### src/rtl/tanh_deriv_bwd_4bit_stream_pkg.sv
// rtl/tanh_deriv_bwd_4bit_stream_pkg.sv - shared constants, types and helpers for the tanh backward block
//
// Purpose: Q0.4 fixed-point constants used by the tanh-derivative pipeline,
//          the stage-1 payload struct, and the arithmetic helpers that build
//          the derivative table and round the product back to Q0.4.
package tanh_bwd_pkg;

  localparam int Q_W    = 4;        // Q0.4 magnitude width
  localparam int P_W    = 2 * Q_W;  // full product width of two Q0.4 values
  localparam int ONE_SQ = 256;      // 1.0 squared, expressed in Q0.8
  localparam int RND    = 8;        // half an LSB of Q0.4 in Q0.8, round-half-up
  localparam int D_MAX  = 15;       // largest derivative representable in Q0.4

  // Stage-1 payload: derivative looked up from Y, the gradient, its sign.
  typedef struct packed {
    logic [Q_W-1:0] d;
    logic [Q_W-1:0] g;
    logic           sign;
  } s1_t;

  // 1 - Y^2 in Q0.4, truncated; Y=0 gives exactly 1.0 which is clamped to 15/16.
  function automatic logic [Q_W-1:0] deriv_d(input int y);
    int v;
    v = (ONE_SQ - y * y) >> Q_W;
    if (v > D_MAX) v = D_MAX;
    return Q_W'(v);
  endfunction

  // Q0.8 product back to Q0.4 with round-half-up. Max input is 15*15=225,
  // so the +8 never carries out of P_W bits.
  function automatic logic [Q_W-1:0] round_q04(input logic [P_W-1:0] p);
    logic [P_W-1:0] r;
    r = p + P_W'(RND);
    return r[P_W-1:Q_W];
  endfunction

endpackage

### src/rtl/tanh_deriv_bwd_4bit_stream_if.sv
// rtl/tanh_deriv_bwd_4bit_stream_if.sv - input/output stream bundle of the tanh backward block
//
// Purpose: groups the Y/G/sign input stream and the result output stream.
//   in_valid/in_ready  input handshake
//   in_y, in_g         Q0.4 tanh output and gradient magnitudes
//   in_sign            gradient sign
//   out_valid/out_ready output handshake
//   out_g, out_sign    result magnitude and sign
// master = producer of inputs / consumer of results; slave = the block itself.
interface tanh_deriv_bwd_4bit_stream_if;
  import tanh_bwd_pkg::*;

  logic           in_valid;
  logic           in_ready;
  logic [Q_W-1:0] in_y;
  logic [Q_W-1:0] in_g;
  logic           in_sign;
  logic           out_valid;
  logic           out_ready;
  logic [Q_W-1:0] out_g;
  logic           out_sign;

  modport master (
    output in_valid, in_y, in_g, in_sign, out_ready,
    input  in_ready, out_valid, out_g, out_sign
  );

  modport slave (
    input  in_valid, in_y, in_g, in_sign, out_ready,
    output in_ready, out_valid, out_g, out_sign
  );

endinterface

### src/rtl/tanh_deriv_bwd_4bit_stream_lut.sv
// rtl/tanh_deriv_bwd_4bit_stream_lut.sv - combinational 16-entry Y -> (1 - Y^2) table
//
// Purpose: maps a Q0.4 tanh output Y to D = min(15, floor((256 - Y*Y)/16)).
// Ports:
//   y  in  Q_W  tanh output magnitude, Q0.4
//   d  out Q_W  derivative 1 - Y^2, Q0.4
module tanh_deriv_lut
  import tanh_bwd_pkg::*;
(
  input  logic [Q_W-1:0] y,
  output logic [Q_W-1:0] d
);

  // Table contents are elaboration-time constants; only the read mux is logic.
  logic [Q_W-1:0] table_q [1<<Q_W];

  always_comb begin
    for (int i = 0; i < (1 << Q_W); i++) begin
      table_q[i] = deriv_d(i);
    end
    d = table_q[y];
  end

endmodule

### src/rtl/tanh_deriv_bwd_4bit_stream.sv
// rtl/tanh_deriv_bwd_4bit_stream.sv - 2-stage streaming G*(1-Y^2) backward pass for 4-bit tanh
//
// Purpose: computes out_g = round(G * (1 - Y^2)) in Q0.4 with a valid/ready
//          pipeline (stage 1: derivative lookup, stage 2: multiply/round) and
//          counts non-zero gradients that quantise to zero.
// Ports:
//   clk       in   1      rising-edge clock
//   rst       in   1      synchronous active-high reset
//   bus       slave       input stream (in_*) and result stream (out_*)
//   zero_cnt  out  CNT_W  saturating count of results with in_g!=0, out_g==0
//   cnt_clr   in   1      synchronous clear of zero_cnt, beats an increment
module tanh_deriv_bwd_4bit_stream
  import tanh_bwd_pkg::*;
#(
  parameter int CNT_W = 16
) (
  input  logic                         clk,
  input  logic                         rst,
  tanh_deriv_bwd_4bit_stream_if.slave  bus,
  output logic [CNT_W-1:0]             zero_cnt,
  input  logic                         cnt_clr
);

  localparam logic [CNT_W-1:0] CNT_MAX = '1;

  logic           s1_valid;
  s1_t            s1;
  logic           s2_zero;
  logic [Q_W-1:0] lut_d;
  logic           s2_can_accept;
  logic           out_fire;
  logic [Q_W-1:0] s2_res;
  logic           s2_res_zero;

  tanh_deriv_lut u_lut (
    .y (bus.in_y),
    .d (lut_d)
  );

  // Stage 2 is free when empty or draining this cycle; stage 1 likewise,
  // which lets bubbles collapse and keeps one result per cycle.
  assign s2_can_accept = !bus.out_valid || bus.out_ready;
  assign bus.in_ready  = !s1_valid || s2_can_accept;
  assign out_fire      = bus.out_valid && bus.out_ready;

  assign s2_res      = round_q04(P_W'(s1.g) * P_W'(s1.d));
  assign s2_res_zero = (s1.g != '0) && (s2_res == '0);

  always_ff @(posedge clk) begin
    if (rst) begin
      s1_valid      <= 1'b0;
      s1            <= '0;
      bus.out_valid <= 1'b0;
      bus.out_g     <= '0;
      bus.out_sign  <= 1'b0;
      s2_zero       <= 1'b0;
    end else begin
      if (bus.in_ready) begin
        s1_valid <= bus.in_valid;
        if (bus.in_valid) begin
          s1.d    <= lut_d;
          s1.g    <= bus.in_g;
          s1.sign <= bus.in_sign;
        end
      end
      // Result registers only move when stage 2 is free, so they hold
      // steady through a downstream stall.
      if (s2_can_accept) begin
        bus.out_valid <= s1_valid;
        if (s1_valid) begin
          bus.out_g    <= s2_res;
          bus.out_sign <= s1.sign;
          s2_zero      <= s2_res_zero;
        end
      end
    end
  end

  always_ff @(posedge clk) begin
    if (rst || cnt_clr) begin
      zero_cnt <= '0;
    end else if (out_fire && s2_zero && (zero_cnt != CNT_MAX)) begin
      zero_cnt <= zero_cnt + CNT_W'(1);
    end
  end

endmodule

### src/flat_wrapper.sv
// flat-port wrapper written by rule: the top's interface ports become plain ports
module tanh_deriv_bwd_4bit_stream_flat import tanh_bwd_pkg::*;
#(
  parameter int CNT_W = 16
)
  (clk, rst, zero_cnt, cnt_clr, bus_in_valid, bus_in_y, bus_in_g, bus_in_sign, bus_out_ready, bus_in_ready, bus_out_valid, bus_out_g, bus_out_sign);
  tanh_deriv_bwd_4bit_stream_if bus_i ();
  input  logic clk;
  input  logic rst;
  output logic [CNT_W-1:0] zero_cnt;
  input  logic cnt_clr;
  input wire logic [$bits(bus_i.in_valid)-1:0] bus_in_valid;
  input wire logic [$bits(bus_i.in_y)-1:0] bus_in_y;
  input wire logic [$bits(bus_i.in_g)-1:0] bus_in_g;
  input wire logic [$bits(bus_i.in_sign)-1:0] bus_in_sign;
  input wire logic [$bits(bus_i.out_ready)-1:0] bus_out_ready;
  output wire logic [$bits(bus_i.in_ready)-1:0] bus_in_ready;
  output wire logic [$bits(bus_i.out_valid)-1:0] bus_out_valid;
  output wire logic [$bits(bus_i.out_g)-1:0] bus_out_g;
  output wire logic [$bits(bus_i.out_sign)-1:0] bus_out_sign;
  assign bus_i.in_valid = bus_in_valid;
  assign bus_i.in_y = bus_in_y;
  assign bus_i.in_g = bus_in_g;
  assign bus_i.in_sign = bus_in_sign;
  assign bus_i.out_ready = bus_out_ready;
  assign bus_in_ready = bus_i.in_ready;
  assign bus_out_valid = bus_i.out_valid;
  assign bus_out_g = bus_i.out_g;
  assign bus_out_sign = bus_i.out_sign;
  tanh_deriv_bwd_4bit_stream #(.CNT_W(CNT_W)) u_core (.clk(clk), .rst(rst), .bus(bus_i), .zero_cnt(zero_cnt), .cnt_clr(cnt_clr));
endmodule
### config.mk
export PLATFORM = sky130hd
export DESIGN_NAME = tanh_deriv_bwd_4bit_stream_flat
export DESIGN_NICKNAME = d
export VERILOG_FILES = /design/src/rtl/tanh_deriv_bwd_4bit_stream_pkg.sv /design/src/rtl/tanh_deriv_bwd_4bit_stream_if.sv /design/src/rtl/tanh_deriv_bwd_4bit_stream_lut.sv /design/src/rtl/tanh_deriv_bwd_4bit_stream.sv /design/src/flat_wrapper.sv
export SDC_FILE = /design/constraint.sdc
export NUM_CORES = 1
export LEC_CHECK = 0
export ABC_CLOCK_PERIOD_IN_PS = 4000
export BUFFER_PORTS_ARGS = -buffer_cell sky130_fd_sc_hd__buf_2
export CORE_MARGIN = 3
export CORE_UTILIZATION = 55
export DETAILED_ROUTE_END_ITERATION = 10
export PLACE_DENSITY = 0.75
export SLEW_MARGIN = 20
export SYNTH_ARGS = -nofsm -noshare
export SYNTH_HDL_FRONTEND = slang
export SYNTH_SLANG_ARGS = --single-unit
### constraint.sdc
create_clock -name clk -period 4 [get_ports clk]
set_input_delay 0.2 -clock clk [delete_from_list [all_inputs] [get_ports clk]]
set_output_delay 0.2 -clock clk [all_outputs]
set_load 0.05 [all_outputs]
# Yosys cells after proc, flatten, opt, wreduce, memory -nomap -nowiden
# Memory sizes are Yosys's and may differ from the RTL's. A register that Yosys moved wholly into a read port is not among the register bits.
# Index checks and enable logic that the tools add are counted.
[word_totals]
ff_bits = 29
romBits = 64
inputBits = 14
out_inout_bits = 23
word_cells = 27
n_memories = 1
[classes]
add_sub_neg = 2
multipliers = 1
eq_ne = 1
bitwise = 1
reduce_logical = 13
[memory_table]
columns = ["memory", "words", "word_bits", "read_ports", "rd_ports_with_merged_regs", "wr", "line_no", "source"]
rows = [
  ["(name not given)", 16, 4, 1, 1, 0, "tanh_deriv_bwd_4bit_stream_lut.sv:21", "d = table_q[y];"],
]
[ops]
columns = ["cell", "n"]
rows = [
  ["adder 16 x 1 -> 16 bit, second input constant", 1],
  ["inequality test 16 bit, second input constant", 1],
  ["adder 8 x 4 -> 8 bit, second input constant", 1],
  ["multiplier 4 x 4 -> 8 bit", 1],
  ["inverter 4 -> 5 bit", 1],
  ["logical AND 1 bit", 4],
  ["logical NOT 4 bit", 1],
  ["AND reduction 2 bit", 2],
  ["nonzero test 4 bit", 1],
  ["logical OR 1 bit", 3],
  ["logical NOT 1 bit", 2],
]

# Depth between registers and ports, before layout
# Gate-level depths: netlist (run 1).
[depth]
depth_word = 4
depth_mapped = 14
depth_no_buf = 14

# Hierarchy
# A second synthesis (run 1) with hierarchy kept.
[unflattened]
cells_unflattened = 245
area_unflattened_um2 = 1981.9
[by_module_without_submodules]
columns = ["mod", "n_inst", "cells_per_inst", "area_each_um2", "seq_area_each_um2"]
rows = [
  ["tanh_deriv_bwd_4bit_stream", 1, 233, 1924.3, 660.6],
  ["tanh_deriv_lut", 1, 12, 57.6, 0.0],
]

# Worst setup path after synthesis (run 1)
# Ideal clock, no wire load.
[synth_timing]
kind = "register -> register"
startpoint = "register u_core.s1[2] (netlist name)"
endpoint = "register u_core.s2_zero"
arrival_time_ns = 3.258
t_required_ns = 3.899
slack_ns = 0.641
stages_incl_launch_ff = 13
n_path_buf = 0
path_cell_list = "dfxtp_1 -> nand2_1 -> ha_1 -> fa_1 -> inv_1 -> fa_1 -> nand4_1 -> or2_2 -> fa_1 -> nand2b_1 -> a21oi_1 -> xnor2_1 -> o41ai_1"
[synth_via]
elab_chain_len = 4
[synth_rtl]
columns = ["item", "line_no", "source"]
rows = [
  ["from (decl)", "tanh_deriv_bwd_4bit_stream.sv:27", "s1_t s1;"],
  ["multiplier 4 x 4 -> 8 bit", "tanh_deriv_bwd_4bit_stream.sv:46", "assign s2_res = round_q04(P_W'(s1.g) * P_W'(s1.d));"],
  ["adder 8 x 4 -> 8 bit", "tanh_deriv_bwd_4bit_stream_pkg.sv:33", "r = p + P_W'(RND);"],
  ["logical NOT 4 bit", "tanh_deriv_bwd_4bit_stream.sv:47", "assign s2_res_zero = (s1.g != '0) && (s2_res == '0);"],
  ["logical AND 1 bit *", "tanh_deriv_bwd_4bit_stream.sv:47", ""],
  ["to (signal assigned)", "tanh_deriv_bwd_4bit_stream.sv:73", "s2_zero <= s2_res_zero;"],
  ["to (decl)", "tanh_deriv_bwd_4bit_stream.sv:28", "logic s2_zero;"],
]
# Mark *: on every way between the ends. The rest lies on a longest branch, timed or not.
# A chain may end at the register's enable or synchronous reset.

# Worst setup path in the final report (run 1)
[layout_timing]
startpoint = "register, netlist name u_core.s1[8]"
endpoint = "register u_core.s2_zero"
[layout_via]
elab_chain_len = 4
[layout_rtl]
columns = ["item", "line_no"]
rows = [
  ["multiplier 4 x 4 -> 8 bit", "tanh_deriv_bwd_4bit_stream.sv:46"],
  ["adder 8 x 4 -> 8 bit", "tanh_deriv_bwd_4bit_stream_pkg.sv:33"],
  ["logical NOT 4 bit", "tanh_deriv_bwd_4bit_stream.sv:47"],
  ["logical AND 1 bit", "tanh_deriv_bwd_4bit_stream.sv:47"],
]
# Every way passes these cells.

==> results of run 1 <==
## critical path: cells and delay by family, from the launching register on
| family | cells | cell delay (ps) |
|---|---|---|
| AO/OA/AOI/OAI | 2 | 490 |
| AND/OR/NAND/NOR | 4 | 640 |
| buffers and inverters | 1 | 60 |
| XOR/XNOR | 1 | 110 |
| adder cells (fa/ha/maj) | 4 | 1800 |
| flip-flops | 1 | 410 |
## layer usage
metal | vias to the layer above | wire length [um] | global-route usage (%)
met2 | 53 | 1800 | 32.3
li1 | 921 | - | -
met1 | 825 | 2220 | 33.2
met5 | - | 0 | 0
met4 | 0 | 61 | 6.09
met3 | 7 | 297 | 5.61
## kinds of logic (layout without fill, tap and decap cells)
kind of cell | Yosys count | count (layout) | synth area share [%]
and+or+nand+nor | 109 | 109 | 30.6
muxes | 9 | 9 | 4.51
DFF | 33 | 33 | 33.1
AOI/OAI and AO/OA | 42 | 42 | 13.2
adders and majority gates | 17 | 17 | 12.5
buffers and inverters | 23 | 61 | 4.32
xor gates and xnor gates | 4 | 4 | 1.75
## cell type report
cell class | instances | area, um^2 | area share, %
Multi-Input combinational cell | 181 | 1250 | 55.2
Sequential cell | 33 | 661 | 29.2
Timing Repair Buffer | 36 | 180 | 7.96
Inverter | 17 | 63.8 | 2.82
Tap cell | 46 | 57.6 | 2.54
Clock buffer | 6 | 41.3 | 1.82
Clock inverter | 2 | 10.0 | 0.442
## worst max path at each step
stage | endpoint | slack [ps] | start | depth (start not counted)
floorplan | u_core.s2_zero$_SDFFE_PP0P_ | 640 | u_core.s1[2]$_SDFFE_PP0P_ | 12
global placement | u_core.s2_zero$_SDFFE_PP0P_ | 540 | u_core.s1[2]$_SDFFE_PP0P_ | 12
detailed placement | u_core.s2_zero$_SDFFE_PP0P_ | 400 | u_core.s1[8]$_SDFFE_PP0P_ | 12
CTS | u_core.s2_zero$_SDFFE_PP0P_ | 390 | u_core.s1[2]$_SDFFE_PP0P_ | 12
global route | u_core.s2_zero$_SDFFE_PP0P_ | 200 | u_core.s1[2]$_SDFFE_PP0P_ | 12
finish | u_core.s2_zero$_SDFFE_PP0P_ | 410 | u_core.s1[8]$_SDFFE_PP0P_ | 12
## flip-flops by register name, indices dropped and copies added (netlist names)
signal,count
u_core.bus.out_valid,1
u_core.bus.out_sign,1
u_core.s1_valid,1
u_core.zero_cnt,16
u_core.bus.out_g,4
u_core.s2_zero,1
u_core.s1,9
## through the flow
| stage | std cells | power (mW) |
|---|---|---|
| 2_1_floorplan | 237 | 0.407 |
| 3_3_place_gp | 313 | 0.430 |
| 3_5_place_dp | 313 | 0.432 |
| 4_1_cts | 321 | 0.615 |
| 5_1_grt | 321 | 0.644 |
| 6_report | 321 | 0.610 |
## power by group through the flow
stage          Sequential, mW  Combinational [mW]  Clock (mW)
6_report                0.348              0.0759       0.186
5_1_grt                 0.350              0.0869       0.207
4_1_cts                 0.348              0.0764       0.190
3_5_place_dp            0.356              0.0761           0
3_3_place_gp            0.355              0.0748           0
2_1_floorplan           0.362              0.0451           0
## layout by cell type (no fill, tap or decap), drive strengths merged
| master | instances |
|---|---|
| a21oi | 22 |
| xor2 | 2 |
| fa | 5 |
| nor3b | 1 |
| nand2 | 43 |
| xnor2 | 2 |
| dfxtp | 33 |
| o21ai | 3 |
| mux2i | 9 |
| nor4 | 5 |
| nand2b | 5 |
| a311oi | 2 |
| nand3 | 9 |
| or4 | 4 |
| clkinv | 2 |
| nor3 | 3 |
| clkbuf | 6 |
| buf | 36 |
| o41ai | 2 |
| nor2 | 8 |
| ha | 12 |
| inv | 17 |
| and4 | 2 |
| nand4 | 5 |
| o311ai | 1 |
| a31o | 1 |
| or2 | 2 |
| nand3b | 2 |
| and2 | 7 |
| and3 | 4 |
| nand4b | 1 |
| or3 | 8 |
| o211a | 1 |
| a211oi | 6 |
| o31ai | 4 |
==> impl_results.rst, run 1 <==
.. list-table::
   :header-rows: 1

   * - Metric
     - Value
   * - Result of the run
     - completed
   * - Area growth syn-to-layout
     - 13.3%
   * - Die X
     - 66.3 um
   * - Worst min path class
     - in -> reg
   * - Detailed-route wire length
     - 4.38 mm
   * - Cell count after synthesis
     - about 240
   * - Final routed DRC violation total
     - 0
   * - Post-CTS clock slew at the launch and capture registers of the worst setup and hold paths
     - ~100 ps
   * - Most frequent cell after synthesis
     - nand2_1
   * - Sum Neg Setup Slack
     - 0 ps
   * - Proportion of power drawn by combinational gates
     - 12.5%
   * - Post-synthesis area per instance
     - ~8.4 um^2
   * - Total I/O pin count
     - 37
   * - Netlist area before placement
     - ~2000 um^2
   * - Most used standard cells in the synthesized netlist
     - nand2_1 (43), dfxtp_1 (33), a21oi_1 (22)
   * - Die Outline Area
     - 4390 um^2
   * - Vias after detailed routing
     - 1,806
   * - Cts repair resizes
     - 0
   * - Total cell area at the placement stage
     - around 2200 um^2
   * - Placed wire-length estimate after detailed placement
     - 3.31 mm
   * - Top cells by area in the synthesized netlist
     - dfxtp_1 (33%), nand2_1 (8.1%), ha_1 (7.5%)
   * - H-tree level count
     - 2
   * - Synthesized netlist net count
     - 268
   * - Setup fix buffers added after clock tree synthesis
     - 0
   * - Crit path capture type
     - register
   * - DRT Pass-1 Iters
     - 4
   * - Largest net degree at the start of global routing
     - 25
   * - Hold Path Stages
     - 3
   * - Reg2reg end
     - u_core.s2_zero$_SDFFE_PP0P_
   * - Height of the chip
     - between 60 and 70 um
   * - Delay of the slowest cell on the worst path
     - 550 ps
   * - Switching power share of the total
     - 28.9%
   * - Final period utilization
     - 89.8%
   * - Seq pwr share
     - between 50 and 60%
   * - Setup-failing EPs final
     - 0
   * - Internal Pwr Total
     - 0.433 mW
   * - Fillers
     - 309
   * - Design Area, Final
     - 2260 um^2
   * - Number of sinks on the clock net
     - 33
   * - Leak
     - 0.972 nW
   * - Distinct cells, synth
     - 40
   * - Number of slew-limit violations in the final report
     - 0
   * - Pre-CTS setup slack
     - around 400 ps
   * - Critical Path Start Type
     - register
   * - Utilization of the core after routing
     - between 60% and 70%
   * - Number of global-route vias before repair
     - 1,622
   * - Number of enable flip-flop cells after synthesis
     - 0
   * - All-Layer GR Usage
     - between 20% and 30%
   * - Sequential cell area fraction in the yosys report
     - 33.1%
   * - Vias per inst
     - between 5 and 6
   * - Setup repair after global routing missed its margin
     - false
   * - Effective utilization at floorplan
     - just under 60%
   * - Dominant cell type by area after synthesis
     - dfxtp_1
   * - Worst EP arrival
     - between 3000 and 4000 ps
   * - Source-to-sink clock delay at the later pin of the worst-skew pair
     - about 340 ps
   * - Required time at the endpoint of the critical path
     - about 4300 ps
   * - Crit Reg-Reg Startpoint
     - u_core.s1[8]$_SDFFE_PP0P_
   * - Fraction of synthesis flops using an asynchronous set or reset pin
     - 0%
   * - Hold Vio Cnt, Final
     - 0
   * - Worst r2r path cells
     - 12
   * - CTS Buf Count
     - 5
   * - Number of buffers added to fix hold violations after cts
     - 0
   * - Transition time of the tightest slew-check pin
     - 774 ps
   * - Layout cell share with drive strength beyond 1
     - 19.3%
   * - Root cell of the clock tree
     - clkbuf_4
   * - Clock network fraction of total power
     - 30.4%
   * - Placeable core area
     - 3420 um^2
   * - Clock Tree Buf Depth
     - 2
   * - Startpoint of the lowest-slack hold path
     - bus_in_sign
   * - Final worst hold slack
     - around 87 ps
   * - Routed WL per cell
     - 13.6 um
   * - Final global-route overflow total
     - 0
   * - Number of maximum-capacitance constraint violations
     - 0
   * - Worst Skew
     - 6.93 ps
   * - Crit Path Max Fanout
     - 5
   * - Diode count
     - 0
   * - Power per standard cell area
     - 269 nW/um^2
   * - Flop-to-flop setup slack
     - 410 ps
   * - CP most frequent cell
     - fa_1
   * - Critical path class
     - reg -> reg
   * - Worst hold endpoint
     - u_core.s1[0]$_SDFFE_PP0P_
   * - Number of synthesis warnings
     - 0
   * - Sw Pwr
     - between 0.15 and 0.2 mW
   * - CP max stage cell
     - fa_1
   * - Synth Flop Type
     - dfxtp_1
   * - Routability Congestion
     - 0.791
   * - Number of antenna violations at the first check in global routing
     - 0
   * - Worst slew margin relative to its limit
     - about half
   * - Number of nets in the layout
     - just over 300
   * - Routed Antenna Nets
     - 0
   * - Number of buffers added on ports
     - 36
   * - Number of DRC markers in iteration 0
     - around 170
   * - VDD IR max
     - roughly 0.26 mV
   * - CTS tree
     - yes
   * - Fin crit period
     - 3590 ps
   * - Setup ws final
     - 409 ps
   * - Number of cell rows
     - 21
   * - Cells along the critical path
     - nand2_1 > ha_1 > fa_1 > inv_1 > fa_1 > nand4_1 > or2_2 > fa_1 > nand2b_1 > a21oi_1 > xnor2_1 > o41ai_1
   * - Number of synthesized register bits
     - 33
   * - Peak clock frequency supported by timing
     - between 200 and 300 MHz
   * - Top-area cell type share of the netlist area
     - between 30% and 40%
   * - Global-route wire length before repair
     - 7.61 mm
Note: power is estimated with default switching activity, not from simulation.
==> inputs of run 2 (changes only) <==
--- a/config.mk
+++ b/config.mk
@@ -8,9 +8,9 @@
 export ABC_CLOCK_PERIOD_IN_PS = 4000
 export BUFFER_PORTS_ARGS = -buffer_cell sky130_fd_sc_hd__buf_2
 export CORE_MARGIN = 3
-export CORE_UTILIZATION = 55
+export CORE_UTILIZATION = 45
 export DETAILED_ROUTE_END_ITERATION = 10
-export PLACE_DENSITY = 0.75
+export PLACE_DENSITY = 0.63
 export SLEW_MARGIN = 20
 export SYNTH_ARGS = -nofsm -noshare
 export SYNTH_HDL_FRONTEND = slang
==> run 2 against run 1 <==
Against the previous run: combinational power grew 2%; worst setup slack lost 33 ps; clock-buffer cell count shrank 1; wire length grew 4.9%; sequential power is essentially flat; power grew 8.2%; design area grew 1.2%; core utilization shrank 11 points; critical path depth is the same; flip-flop and latch count is the same; hold slack gained 70 ps.
==> impl_results.rst, run 2 (same netlist as run 1, synthesis figures left out) <==
.. list-table::
   :header-rows: 1

   * - Metric
     - Value
   * - Flop-to-flop setup slack
     - 380 ps (-30 ps)
   * - Hold Path Stages
     - 3 (unchanged)
   * - Cells along the critical path
     - nand2_1 > ha_1 > fa_1 > inv_1 > fa_1 > nand4_1 > or2_2 > fa_1 > nand2b_1 > a21oi_1 > xnor2_1 > o41ai_1
   * - Placeable core area
     - 4140 um^2 (+21%)
   * - Power per standard cell area
     - 288 nW/um^2 (+6.9%)
   * - Die Outline Area
     - 5270 um^2 (+20%)
   * - Setup repair after global routing missed its margin
     - false
   * - Crit Path Max Fanout
     - 6 (+1)
   * - Leak
     - 0.980 nW (+0.81%)
   * - All-Layer GR Usage
     - 18.4% (-4.2 points)
   * - Area growth syn-to-layout
     - 14.7%
   * - Buffers plus inverters on the worst setup path
     - 1 (unchanged)
   * - Sw Pwr
     - 0.178 mW (+1.0%)
   * - Critical Path Start Type
     - register
   * - Worst min path class
     - in -> reg
   * - Switching power share of the total
     - 27.0% (-1.9 points)
   * - Cts repair resizes
     - 0 (unchanged)
   * - Total I/O pin count
     - 37 (unchanged)
   * - Number of maximum-capacitance constraint violations
     - 0 (unchanged)
   * - Proportion of power drawn by combinational gates
     - 11.7% (-0.8 points)
   * - Seq pwr share
     - 52.8% (-4.3 points)
   * - Delay of the slowest cell on the worst path
     - 540 ps (about the same)
   * - Transition time of the tightest slew-check pin
     - 726 ps (-48.3 ps)
   * - CTS Buf Count
     - 5 (unchanged)
   * - Vias per inst
     - 5.53 (-1.7%)
   * - Global-route wire length before repair
     - 7.60 mm (-0.18%)
   * - Crit Reg-Reg Startpoint
     - u_core.s1[2]$_SDFFE_PP0P_
   * - Worst EP arrival
     - 3800 ps (-40 ps)
   * - Number of cell rows
     - 23 (+9.5%)
   * - Root cell of the clock tree
     - clkbuf_8
   * - Utilization of the core after routing
     - 55.3% (-11 points)
   * - Layout cell share with drive strength beyond 1
     - 19.0% (-0.23 points)
   * - Result of the run
     - completed
   * - Peak clock frequency supported by timing
     - 276 MHz (-0.91%)
   * - Detailed-route wire length
     - 4.60 mm (+4.9%)
   * - Worst hold endpoint
     - u_core.s1[2]$_SDFFE_PP0P_
   * - Number of buffers added to fix hold violations after cts
     - 0 (unchanged)
   * - Number of sinks on the clock net
     - 33 (unchanged)
   * - Worst Skew
     - 8.03 ps (+1.11 ps)
   * - Vias after detailed routing
     - 1,786 (-1.1%)
   * - Post-CTS clock slew at the launch and capture registers of the worst setup and hold paths
     - 70 ps (-30 ps)
   * - Setup fix buffers added after clock tree synthesis
     - 0 (unchanged)
   * - Sum Neg Setup Slack
     - 0 ps (unchanged)
   * - Number of flip-flops under the largest register name
     - 16 (unchanged)
   * - Routed Antenna Nets
     - 0 (unchanged)
   * - Worst r2r path cells
     - 12 (unchanged)
   * - Clock Tree Buf Depth
     - 2 (unchanged)
   * - Fillers
     - 435 (+41%)
   * - H-tree level count
     - 2 (unchanged)
   * - CP most frequent cell
     - fa_1
   * - DRT Pass-1 Iters
     - 4 (unchanged)
   * - Number of DRC markers in iteration 0
     - 109 (-37%)
   * - Setup-failing EPs final
     - 0 (unchanged)
   * - Effective utilization at floorplan
     - 48.2% (-10 points)
   * - Startpoint of the lowest-slack hold path
     - bus_in_g[1]
   * - Number of antenna violations at the first check in global routing
     - 0 (unchanged)
   * - Worst slew margin relative to its limit
     - 51.4% (+3.2 points)
   * - Routability Congestion
     - 0.842 (+6.5%)
   * - Largest registers
     - u_core.zero_cnt (16), u_core.s1 (9), u_core.bus.out_g (4)
   * - Placed wire-length estimate after detailed placement
     - 3.43 mm (+3.6%)
   * - CP max stage cell
     - fa_1
   * - Reg2reg end
     - u_core.s2_zero$_SDFFE_PP0P_
   * - Routed WL per cell
     - 14.2 um (+4.3%)
   * - Die X
     - 72.6 um (+9.6%)
   * - Internal Pwr Total
     - 0.481 mW (+11%)
   * - Pre-CTS setup slack
     - 435 ps (+34.4 ps)
   * - Final global-route overflow total
     - 0 (unchanged)
   * - Diode count
     - 0 (unchanged)
   * - Required time at the endpoint of the critical path
     - 4180 ps (-70 ps)
   * - Final routed DRC violation total
     - 0 (unchanged)
   * - CTS tree
     - yes
   * - Crit path capture type
     - register
   * - Height of the chip
     - 72.6 um (+9.6%)
   * - Number of slew-limit violations in the final report
     - 0 (unchanged)
   * - Number of nets in the layout
     - 305 (unchanged)
   * - Pwr Total
     - 0.660 mW (+8.2%)
   * - Critical path class
     - reg -> reg
   * - Clock network fraction of total power
     - 35.4% (+5.0 points)
   * - Kind of cell adding the most delay to the critical path
     - adder cells
   * - Commonest cells after routing, fill and taps aside
     - nand2_1 (43), buf_2 (36), dfxtp_1 (33)
   * - VDD IR max
     - 0.201 mV (-23%)
   * - Setup ws final
     - 376 ps (-32.9 ps)
   * - Hold Vio Cnt, Final
     - 0 (unchanged)
   * - Final period utilization
     - 90.6% (+0.82 points)
   * - Source-to-sink clock delay at the later pin of the worst-skew pair
     - 280 ps (-60 ps)
   * - Fin crit period
     - 3620 ps (+32.9 ps)
   * - Largest net degree at the start of global routing
     - 25 (unchanged)
   * - Number of buffers added on ports
     - 36 (unchanged)
   * - Most common cell after layout, fill and taps aside
     - nand2_1
   * - Register bank with the most flops
     - u_core.zero_cnt
   * - Number of global-route vias before repair
     - 1,592 (-1.8%)
run 2: changes by cell type in the layout (fill, tap and decap cells not counted), sizes merged:
cell	before	now
clkbuf	6	5
clkinv	2	1
run 2: power by group through the flow:
| stage | logic (mW) | clock network, mW | registers (mW) |
|---|---|---|---|
| 4_1_cts | 0.0780 | 0.239 | 0.348 |
| 2_1_floorplan | 0.0451 | 0 | 0.362 |
| 3_3_place_gp | 0.0766 | 0 | 0.355 |
| 6_report | 0.0773 | 0.234 | 0.349 |
| 3_5_place_dp | 0.0771 | 0 | 0.356 |
| 5_1_grt | 0.0872 | 0.252 | 0.351 |
run 2: worst reg2reg max path: stages (launching register included):
cell and delay (ps):
dfxtp_1 420, nand2_1 80, ha_1 300, fa_1 530, inv_1 50, fa_1 540
nand4_1 120, or2_2 310, fa_1 400, nand2b_1 160, a21oi_1 150, xnor2_1 120
o41ai_1 340
run 2: final cells by class:
| cell class | instances | area (um^2) | share of cell area [%] |
|---|---|---|---|
| clock buffer | 5 | 68.8 | 3.00 |
| clock inverter | 1 | 5.00 | 0.218 |
| inverter | 17 | 63.8 | 2.79 |
| multi-input combinational | 181 | 1250 | 54.6 |
| sequential | 33 | 661 | 28.8 |
| tap | 50 | 62.6 | 2.73 |
| timing repair buffer | 36 | 180 | 7.86 |
run 2: how the worst max path moves through the flow:
stage                                   start  slack [ps]                          end  cells after the start
global placement    u_core.s1[2]$_SDFFE_PP0P_         530  u_core.s2_zero$_SDFFE_PP0P_                     12
global route        u_core.s1[2]$_SDFFE_PP0P_         170  u_core.s2_zero$_SDFFE_PP0P_                     12
detailed placement  u_core.s1[1]$_SDFFE_PP0P_         430  u_core.s2_zero$_SDFFE_PP0P_                     12
CTS                 u_core.s1[2]$_SDFFE_PP0P_         380  u_core.s2_zero$_SDFFE_PP0P_                     12
finish              u_core.s1[2]$_SDFFE_PP0P_         380  u_core.s2_zero$_SDFFE_PP0P_                     12
floorplan           u_core.s1[2]$_SDFFE_PP0P_         640  u_core.s2_zero$_SDFFE_PP0P_                     12
run 2: metrics by stage:
step / cells / hold slack [ps] / area, um^2
floorplan: 237 / 309 / 2000
global placement: 317 / 444 / 2220
detailed placement: 317 / 447 / 2220
CTS: 323 / 150 / 2290
global route: 323 / 153 / 2290
finish: 323 / 157 / 2290
run 2: routing by layer:
| layer | part of all wire (%) | global-route usage [%] | vias up |
|---|---|---|---|
| met5 | 0 | 0 | - |
| met4 | 1.7 | 6.15 | 0 |
| met3 | 3.5 | 3.72 | 9 |
| met2 | 41 | 25.9 | 29 |
| met1 | 54 | 27.8 | 833 |
| li1 | - | - | 915 |
